### config.mk
export PLATFORM = sky130hd
export DESIGN_NAME = rr_arbiter8
export DESIGN_NICKNAME = d
export VERILOG_FILES = /design/src/rtl/arb_pkg.sv /design/src/rtl/prio_enc8_masked.sv /design/src/rtl/rr_arbiter8.sv
export SDC_FILE = /design/constraint.sdc
export NUM_CORES = 1
export LEC_CHECK = 0
export CAP_MARGIN = 20
export CORE_MARGIN = 4
export CORE_UTILIZATION = 31
export DETAILED_ROUTE_END_ITERATION = 8
export MAX_ROUTING_LAYER = met4
export SLEW_MARGIN = 5
export SYNTH_ARGS = -nofsm -noshare
export SYNTH_HDL_FRONTEND = slang
export SYNTH_SLANG_ARGS = --single-unit
### constraint.sdc
create_clock -name clk -period 3 [get_ports clk]
set_input_delay 0.3 -clock clk [delete_from_list [all_inputs] [get_ports clk]]
set_output_delay 0.3 -clock clk [all_outputs]
set_load 0.05 [all_outputs]
### src/rtl/arb_pkg.sv
// ---------------------------------------------------------------------------
// arb_pkg -- shared widths, FSM state type and one-hot helper for rr_arbiter8
// Rev 1.0
// ---------------------------------------------------------------------------
`default_nettype none

package arb_pkg;

    localparam int ARB_N   = 8;
    localparam int ARB_IDW = 3;

    typedef enum logic [0:0] {
        IDLE = 1'b0,
        BUSY = 1'b1
    } arb_state_t;

    function automatic logic [ARB_N-1:0] onehot8(input logic [ARB_IDW-1:0] idx);
        logic [ARB_N-1:0] one;
        one = {{(ARB_N-1){1'b0}}, 1'b1};
        return one << idx;
    endfunction

endpackage

`default_nettype wire

### src/rtl/prio_enc8_masked.sv
// ---------------------------------------------------------------------------
// prio_enc8_masked -- first set request at or after ptr, wrapping mod 8
// Rev 1.0
// ---------------------------------------------------------------------------
`default_nettype none

module prio_enc8_masked
    import arb_pkg::*;
(
    input  logic [ARB_N-1:0]   req,
    input  logic [ARB_IDW-1:0] ptr,
    output logic               any,
    output logic [ARB_IDW-1:0] idx
);

    logic [ARB_N-1:0]   rot;
    logic [ARB_IDW-1:0] enc;

    always_comb begin
        // Rotating right puts requester ptr at bit 0, so lowest-first is round-robin.
        rot = ARB_N'({req, req} >> ptr);
        enc = '0;
        for (int i = ARB_N - 1; i >= 0; i--) begin
            if (rot[i]) begin
                enc = ARB_IDW'(i);
            end
        end
        any = |req;
        idx = enc + ptr;
    end

endmodule

`default_nettype wire

### src/rtl/rr_arbiter8.sv
// ---------------------------------------------------------------------------
// rr_arbiter8 -- 8-way round-robin arbiter with hold-time limit, registered outputs
// Rev 1.0
// ---------------------------------------------------------------------------
`default_nettype none

module rr_arbiter8
    import arb_pkg::*;
#(
    parameter int MAX_HOLD = 16
) (
    input  logic               clk,
    input  logic               rst,
    input  logic [ARB_N-1:0]   req,
    output logic [ARB_N-1:0]   gnt,
    output logic [ARB_IDW-1:0] gnt_id,
    output logic               gnt_valid,
    output logic               timeout
);

    localparam int                CNT_W      = $clog2(MAX_HOLD + 1);
    localparam logic [CNT_W-1:0]  C_MAX_HOLD = CNT_W'(MAX_HOLD);

    arb_state_t         state_q,     state_d;
    logic [ARB_IDW-1:0] ptr_q,       ptr_d;
    logic [CNT_W-1:0]   cnt_q,       cnt_d;
    logic [ARB_N-1:0]   gnt_q,       gnt_d;
    logic [ARB_IDW-1:0] gnt_id_q,    gnt_id_d;
    logic               gnt_valid_q, gnt_valid_d;
    logic               timeout_q,   timeout_d;

    logic               win_any;
    logic [ARB_IDW-1:0] win_idx;

    prio_enc8_masked u_enc (
        .req (req),
        .ptr (ptr_q),
        .any (win_any),
        .idx (win_idx)
    );

    always_comb begin
        state_d     = state_q;
        ptr_d       = ptr_q;
        cnt_d       = cnt_q;
        gnt_d       = gnt_q;
        gnt_id_d    = gnt_id_q;
        gnt_valid_d = gnt_valid_q;
        timeout_d   = 1'b0;

        case (state_q)
            IDLE: begin
                if (win_any) begin
                    state_d     = BUSY;
                    gnt_d       = onehot8(win_idx);
                    gnt_id_d    = win_idx;
                    gnt_valid_d = 1'b1;
                    cnt_d       = CNT_W'(1);
                    ptr_d       = win_idx + ARB_IDW'(1);
                end
            end
            BUSY: begin
                // Release by the holder takes priority over the hold-limit revoke.
                if (!req[gnt_id_q] || (cnt_q == C_MAX_HOLD)) begin
                    state_d     = IDLE;
                    gnt_d       = '0;
                    gnt_id_d    = '0;
                    gnt_valid_d = 1'b0;
                    cnt_d       = '0;
                    timeout_d   = req[gnt_id_q];
                end else begin
                    cnt_d = cnt_q + CNT_W'(1);
                end
            end
            default: begin
                state_d = IDLE;
            end
        endcase
    end

    always_ff @(posedge clk or posedge rst) begin
        if (rst) begin
            state_q     <= IDLE;
            ptr_q       <= '0;
            cnt_q       <= '0;
            gnt_q       <= '0;
            gnt_id_q    <= '0;
            gnt_valid_q <= 1'b0;
            timeout_q   <= 1'b0;
        end else begin
            state_q     <= state_d;
            ptr_q       <= ptr_d;
            cnt_q       <= cnt_d;
            gnt_q       <= gnt_d;
            gnt_id_q    <= gnt_id_d;
            gnt_valid_q <= gnt_valid_d;
            timeout_q   <= timeout_d;
        end
    end

    assign gnt       = gnt_q;
    assign gnt_id    = gnt_id_q;
    assign gnt_valid = gnt_valid_q;
    assign timeout   = timeout_q;

endmodule

`default_nettype wire

# Yosys cells after proc, flatten, opt, wreduce, memory -nomap -nowiden
# Cells that the tools add are included.
# totals
ff_bits,22
inputBits,10
wordCells,49
# op_classes
add_sub_neg,3
magnitude_cmp,1
eq_ne,3
shift,2
mux,27
bitwise,1
n_reduce_logical,5
# ops
op,n
3-bit two-way mux,10
8-bit two-way mux,2
8-bit case mux with 2 select lines,1
16-bit by 3-bit >> shifter with 8-bit output,1
5-bit two-way mux,2
5-bit case mux with 2 select lines,1
8-bit OR reduction,1
"1-bit by 3-bit << shifter with 8-bit output, first input constant",1
1-bit two-way mux,7
3-bit case mux with 2 select lines,1
"5-bit by 1-bit adder with 5-bit output, second input constant",1
"5-bit == test, second input constant",1
"3-bit by 4-bit < comparator with 1-bit output, second input constant",1
"2-bit by 1-bit != test with 1-bit output, second input constant",2
1-bit case mux with 2 select lines,2
2-bit AND reduction,2
"3-bit by 1-bit adder with 3-bit output, second input constant",1
3-bit adder,1
1-bit binary-select mux with 3-bit select,1
1-bit zero test,1
1-bit logical OR,1
1-bit inverter,1

# Depth between registers and ports, before layout
# Gate-level depths: netlist of the first run.
# depth
depth_word,13
ltp_mapped,16
ltp_nobuf,14

# By module
# Synthesis of the first run repeated with hierarchy kept, for this count alone.
# hier_totals
cells_unflattened,167
hier_area_um2,1760.4
# modules_own_cells
module,instances,cells_per_inst,area_per_inst_um2
rr_arbiter8,1,125,1275.0
prio_enc8_masked,1,42,485.5

# Worst setup path after synthesis of the first run
# No wires, ideal clock.
# synth_timing
kind,reg2reg
start,reg ptr_q[2]
end,reg ptr_q[2]
setup_ps,125
arrival_time_ps,3174
path_slack_ps,-299
stages_incl_launch_ff,16
path_buffers,1
synth_period_minus_slack_ps,3299
cell_sequence,dfrtp_1 clkbuf_1 mux2_2 o32ai_1 a21oi_1 o211ai_1 nand3_1 nand2_1 ha_1 inv_1 fa_1 xnor2_1 o21ai_0 and2_1 ha_1 mux2_2
# synth_between
elab_chain_cells,11
# synth_rtl
item,line,source
start: declaration,rr_arbiter8.sv:25,"logic [ARB_IDW-1:0] ptr_q, ptr_d;"
start signal: assignment,rr_arbiter8.sv:92,ptr_q <= ptr_d;
16-bit by 3-bit >> shifter with 8-bit output,prio_enc8_masked.sv:21,"rot = ARB_N'({req, req} >> ptr);"
3-bit two-way mux (8 in a row),prio_enc8_masked.sv:24,if (rot[i]) begin
3-bit adder *,prio_enc8_masked.sv:29,idx = enc + ptr;
3-bit by 1-bit adder with 3-bit output *,rr_arbiter8.sv:59,ptr_d = win_idx + ARB_IDW'(1);
# Every way passes the cells marked *; elsewhere a longest branch is shown, timed or not.
# A chain may end at the register's enable or synchronous reset.

# Final worst setup path of the first run
# layout_timing
start,in req[2]
end,reg gnt_q[2] (netlist: gnt[2])
# layout_between
elab_chain_cells,13
word_cells_on_any_way,21
cone_classes,add/sub: 1; eq/ne: 2; shift: 2; mux: 12; reduce/logical: 4
# layout_rtl
item,line,source
start: declaration,rr_arbiter8.sv:14,"input logic [ARB_N-1:0] req,"
16-bit by 3-bit >> shifter with 8-bit output,prio_enc8_masked.sv:21,
3-bit two-way mux (8 in a row),prio_enc8_masked.sv:24,
3-bit adder,prio_enc8_masked.sv:29,
1-bit by 3-bit << shifter with 8-bit output,arb_pkg.sv:20,return one << idx;
8-bit two-way mux,rr_arbiter8.sv:53,if (win_any) begin
8-bit case mux with 2 select lines,rr_arbiter8.sv:51,case (state_q)
end signal: assignment,rr_arbiter8.sv:94,gnt_q <= gnt_d;
end: declaration,rr_arbiter8.sv:27,"logic [ARB_N-1:0] gnt_q, gnt_d;"
# Parallel ways exist; a longest one is shown, timed or not. The select of a mux whose other input is x is not followed.

==> impl_results.md, run 1 <==
* Status: finished with violations
* Failing checks: negative setup slack
* Placed cell area at 2419 um2
* Share of the synthesized area in the top cell type at 0.3107
* Post-route DRC at 0
* Fmax at 312.7 MHz
* Total die area at 6989 um2
* Cell variety after synth at 53
* Vias in the first global route at 1792
* Power density over cell area at 1257 nW/um2
* Detail Placement HPWL at 3.659 mm
* Leak at 0.001172 uW
* CTS tree: done
* First-pass DRT Iterations at 4
* Final hold vios at 0
* H-tree Lvls at 1
* Routed WL at 5.149 mm
* Critical Path Source: req[2]
* IO Count at 23
* Most common cell in the netlist: dfrtp_1
* Chip Height at 83.60 um
* Clock Pin Slew Worst Setup and Hold Paths at 0.08 ns
* Synthesized area at 1772 um2
* Minimum clock period at 3.198 ns
* Mapped Cells at 199
* Setup total negative slack at -1.250 ns
* Via density at 5.333
* Sequential area share after synthesis at 0.3107
* Core Region at 5540 um2
* Crit path max fanout at 6
* Largest net degree at the start of global routing at 23
* Pre-CTS WS at -0.4902 ns
* Synth-to-layout area growth at 51.70%
* Crit path kind: in2reg
* Yosys warns at 0
* Total Routing Usage GR at 0.1503
* Max cap viols at 0
* Seq cells post-synth at 22
* Initial antenna violation count at 0
* Hold bufs inserted after CTS at 0
* Final-report max-slew violation count at 0
* First-pass GRT wire length at 8.583 mm
* Finished Core Util at 0.4851
* RR Startpoint: ptr_q[0]$_DFFE_PP0P_
* Starting Density at 0.3198
* Final instance area at 2688 um2
* CP Capture Type: flip-flop
* Worst Setup EP: gnt[2]$_DFFE_PP0P_
* CP required at 3.15 ns
* Most common flop cell mapped by yosys: dfrtp_1
* Commonest cells post-synth: 22 x dfrtp_1, 21 x nand2_1, 15 x and3_1, 13 x nand3_1
* Startpoint Class: input port
* FF-to-FF End: gnt[2]$_DFFE_PP0P_
* Final setup fails at 9
* Min-delay worst type: reg2reg
* Antenna-violating nets left at 0
* Filler instances at 505
* GPL Wtd Cong at 0.8798
* Syn_nets at 218
* CTS max path bufs at 2
* R2r setup slk at -0.18 ns
* Worst-Margin Slew at 0.9051 ns
* Slew HR at 0.3959
* Synth top area cells: dfrtp_1 31%, ha_1 5.6%, and3_1 5.3%, nand2_1 4.4%, nand3_1 3.7%
* CTS buffer count at 3
* Cells on worst reg2reg path at 13
* Clk root buf: clkbuf_8
* Worst-case clock skew at 0.006344 ns
* Via count at 1808
* Crit share post-route at 1.066
* Diode count at 0
* Mean routed wirelength per cell at 15.19 um
* EDFF count, synth at 0
* Synth area leader: dfrtp_1
* Final nets at 287
* VDD IR-drop max at 511.9 uV
* Syn avg cell area at 8.903 um2
* IO buf count at 22
* Share of flip-flops with an asynchronous set or reset at 1.000
* Drt first-iter violations at 147
* WP data arrival at 3.35 ns
* RSZ-0062 raised after global routing: yes
* Clock latency on the worst-skew pair at 0.26 ns
* Layout cell share with drive strength beyond 1 at 0.3708
* Total gr overflow at 0
* CTS Sinks at 22
* Die Wd at 83.60 um
* Final worst slack at -0.1979 ns
* # rows at 27
logic make-up after synthesis:
logic type	count (synthesis)	share of synthesized area
compound gates	57	0.2309
xor+xnor	2	0.009889
fa+ha+maj	9	0.06780
buf+inv	17	0.04167
flops	22	0.3107
mux	14	0.1102
simple gates	78	0.2288
cell usage in the layout (no fill, tap or decap), types with 3 or more instances in the layout:
cell and count:
a21oi_1 9, a221o_1 4, a31oi_1 3, and3_1 4
and3_4 11, buf_4 46, buf_6 3, clkbuf_8 4
clkdlybuf4s50_1 19, dfrtp_1 21, dlygate4sd2_1 3, ha_1 4
ha_4 3, inv_1 6, mux2_4 3, mux2i_1 3
nand2_1 21, nand2b_1 5, nand3_1 12, nor2_1 11
nor3_1 4, o211ai_1 3, o21ai_0 11
layout make-up:
class / instances / area [um2] / share of cell area
well taps: 72 / 90.09 / 0.03352
multi-input cells: 160 / 1346 / 0.5009
flip-flops and latches: 22 / 551.8 / 0.2053
repair buffers: 72 / 610.6 / 0.2272
inverters: 9 / 33.78 / 0.01257
clock buffers: 4 / 55.05 / 0.02048
per-stage QoR:
stage	power [uW]	std cells	hold WS (ns)
after floorplan	1817	199	0.2892
after global placement	2540	330	0.4622
after detailed placement	2546	330	0.4693
after CTS	3055	337	0.4876
after global routing	3677	339	0.4970
final	3378	339	0.4946
registers in the layout, indices dropped and copies added (netlist names):
name and count:
state_q 1, gnt_id 3, gnt_valid 1, timeout 1, cnt_q 5, ptr_q 3, gnt 8
repair_timing:
item | CTS | global route
gates resized for setup | 23 | 19
setup endpoints to repair | 9 | 11
pin swaps | 9 | 5
setup buffers | 3 | 2
worst min-delay path by stage:
| stage | startpoint | endpoint | depth (start not counted) |
|---|---|---|---|
| 6_report | cnt_q[4]$_DFFE_PP0P_ | cnt_q[4]$_DFFE_PP0P_ | 1 |
| 5_1_grt | cnt_q[4]$_DFFE_PP0P_ | cnt_q[4]$_DFFE_PP0P_ | 1 |
| 4_1_cts | cnt_q[4]$_DFFE_PP0P_ | cnt_q[4]$_DFFE_PP0P_ | 1 |
| 3_5_place_dp | cnt_q[4]$_DFFE_PP0P_ | cnt_q[4]$_DFFE_PP0P_ | 1 |
| 3_3_place_gp | cnt_q[4]$_DFFE_PP0P_ | cnt_q[4]$_DFFE_PP0P_ | 1 |
| 2_1_floorplan | rst | cnt_q[0]$_DFFE_PP0P_ | 1 |
where the power goes:
group | internal, uW | total (uW) | switching, uW
clock | 117 | 217 | 100
sequential | 392 | 500 | 108
combinational | 1370 | 2660 | 1290
routing by layer:
metal,part of all wire,vias up,global-route usage
li1,-,892,-
met1,0.47,873,0.1966
met2,0.48,35,0.2437
met3,0.036,8,0.02962
met4,0.014,0,0.02778
met5,0,-,-
worst max-delay path, stage by stage:
cell             delay (ns)
clkdlybuf4s50_1        0.48
buf_4                  0.15
nor2b_1                0.22
a211oi_2               0.07
buf_4                  0.16
a211o_1                0.28
o221ai_1               0.21
a21oi_2                0.07
fa_2                   0.61
inv_2                  0.08
ha_4                   0.16
and3_4                 0.14
and3_4                 0.13
a221o_2                0.28
Power figures use the tool's default switching activity.
==> inputs of run 2 (changes only) <==
--- a/config.mk
+++ b/config.mk
@@ -12,2 +12,3 @@
 export MAX_ROUTING_LAYER = met4
+export SKIP_LAST_GASP = 1
 export SLEW_MARGIN = 5
==> constraint.sdc (replaced) <==
create_clock -name clk -period 3 [get_ports clk]
set_input_delay 0.6 -clock clk [delete_from_list [all_inputs] [get_ports clk]]
set_output_delay 0.6 -clock clk [all_outputs]
set_load 0.05 [all_outputs]
==> impl_results.md, run 2 (synthesized netlist as in run 1, its figures left out) <==
* Status: finished with violations
* Failing checks: negative setup slack
* Min-delay worst type: reg2reg
* Clk root buf: clkbuf_8
* Largest net degree at the start of global routing at 23
* Total Routing Usage GR at 0.1584
* Total die area at 6989 um2
* Antenna-violating nets left at 0
* H-tree Lvls at 1
* Post-route DRC at 0
* Clock latency on the worst-skew pair at 0.26 ns
* Largest register FFs at 8
* Final-report max-slew violation count at 0
* Hold depth at 2
* Placed cell count at 339
* Vias in the first global route at 1889
* Final nets at 296
* Via count at 1860
* Chip Height at 83.60 um
* Via density at 5.345
* Most common cell after layout, fill and taps aside: buf_4
* Diode count at 0
* CTS max path bufs at 2
* Drt first-iter violations at 73
* VDD IR-drop max at 462.7 uV
* Synth-to-layout area growth at 52.97%
* Starting Density at 0.3198
* Crit path kind: in2reg
* Startpoint Class: input port
* Crit path max fanout at 6
* Core Region at 5540 um2
* CTS buffer count at 3
* Slew HR at 0.4279
* Hold bufs inserted after CTS at 0
* Leak at 0.001217 uW
* Cells on worst reg2reg path at 14
* Pre-CTS WS at -0.8270 ns
* Layout cell share with drive strength beyond 1 at 0.4058
* WP data arrival at 3.39 ns
* First-pass DRT Iterations at 4
* # rows at 27
* Worst-Margin Slew at 0.8573 ns
* Crit share post-route at 1.081
* Initial antenna violation count at 0
* CP required at 3.15 ns
* GPL Wtd Cong at 0.9132
* Total gr overflow at 0
* Filler instances at 507
* Final worst slack at -0.2441 ns
* RSZ-0062 raised after global routing: yes
* Final setup fails at 9
* Worst-case clock skew at 0.002319 ns
* Fmax at 308.2 MHz
* Clock Pin Slew Worst Setup and Hold Paths at 0.08 ns
* CTS tree: done
* Mean routed wirelength per cell at 15.32 um
* IO Count at 23
* Minimum clock period at 3.244 ns
* CTS Sinks at 22
* Routed WL at 5.333 mm
* Detail Placement HPWL at 3.889 mm
* First-pass GRT wire length at 9.087 mm
* Final Non-Filler Cells at 348
* CP Capture Type: flip-flop
* IO buf count at 22
* Most frequent cells in the layout: 57 x buf_4, 21 x dfrtp_1, 18 x nand2_1
* Die Wd at 83.60 um
* Max cap viols at 0
* Final hold vios at 0
* Power density over cell area at 1196 nW/um2
-- run 2: layout make-up --
type	instances	area, um2	share of cell area
Clock buffer	4	55.05	0.02031
Sequential cell	22	551.8	0.2036
Tap cell	72	90.09	0.03324
Inverter	9	33.78	0.01247
Multi-Input combinational cell	160	1325	0.4889
Timing Repair Buffer	81	654.4	0.2415
-- run 2: per-layer routing --
metal,GRT usage,routed length (um)
met2,0.2625,2570
met3,0.01974,155
met1,0.2073,2565
met5,-,0
met4,0.03509,42
-- run 2: final timing paths --
kind / to / from / slack [ns]
max: gnt[0]$_DFFE_PP0P_ / req[1] / -0.24
min: gnt_valid$_DFFE_PP0P_ / gnt_valid$_DFFE_PP0P_ / 0.49
max reg2reg: gnt[0]$_DFFE_PP0P_ / ptr_q[0]$_DFFE_PP0P_ / -0.23
min reg2reg: gnt_valid$_DFFE_PP0P_ / gnt_valid$_DFFE_PP0P_ / 0.49
max in group asynchronous: ptr_q[0]$_DFFE_PP0P_ / rst / 1.61
min in group asynchronous: gnt[1]$_DFFE_PP0P_ / rst / 0.81
-- run 2: repair_timing --
| action | 4_1_cts | 5_1_grt |
|---|---|---|
| resized for setup | 44 | 13 |
| setup endpoints to repair | 11 | 11 |
| buffers inserted | 6 | 0 |
| pin swaps | 15 | 9 |
-- run 2: power by group --
group | total [uW] | leakage, uW | switching (uW) | internal (uW)
registers | 504 | 0.000286 | 112 | 392
logic | 2520 | 0.000902 | 1250 | 1270
clock network | 213 | 0.0000288 | 95.9 | 117
total | 3240 | 0.00122 | 1460 | 1780
-- run 2: worst max-delay path, cell delays in order --
cell,delay (ns)
dlygate4sd2_1,0.33
mux2i_4,0.20
mux2i_2,0.11
a2111oi_2,0.42
a21oi_2,0.07
nand3_1,0.11
nand2_2,0.08
ha_4,0.16
inv_2,0.04
fa_2,0.49
ha_4,0.19
and3_1,0.15
and3_1,0.18
a221o_1,0.26
-- run 2: stage by stage --
step                      TNS [ns]  area (um2)  utilization  hold WS [ns]  power [uW]
after CTS                   -1.909        2653       0.4788        0.4935        3061
after floorplan            -0.8279        1821            -        0.4366        1817
after global routing        -3.119        2710       0.4892        0.5082        3525
final                       -1.719        2710       0.4892        0.4927        3241
after global placement      -7.455        2486       0.4487        0.4694        2572
after detailed placement    -7.711        2486       0.4487        0.4761        2593
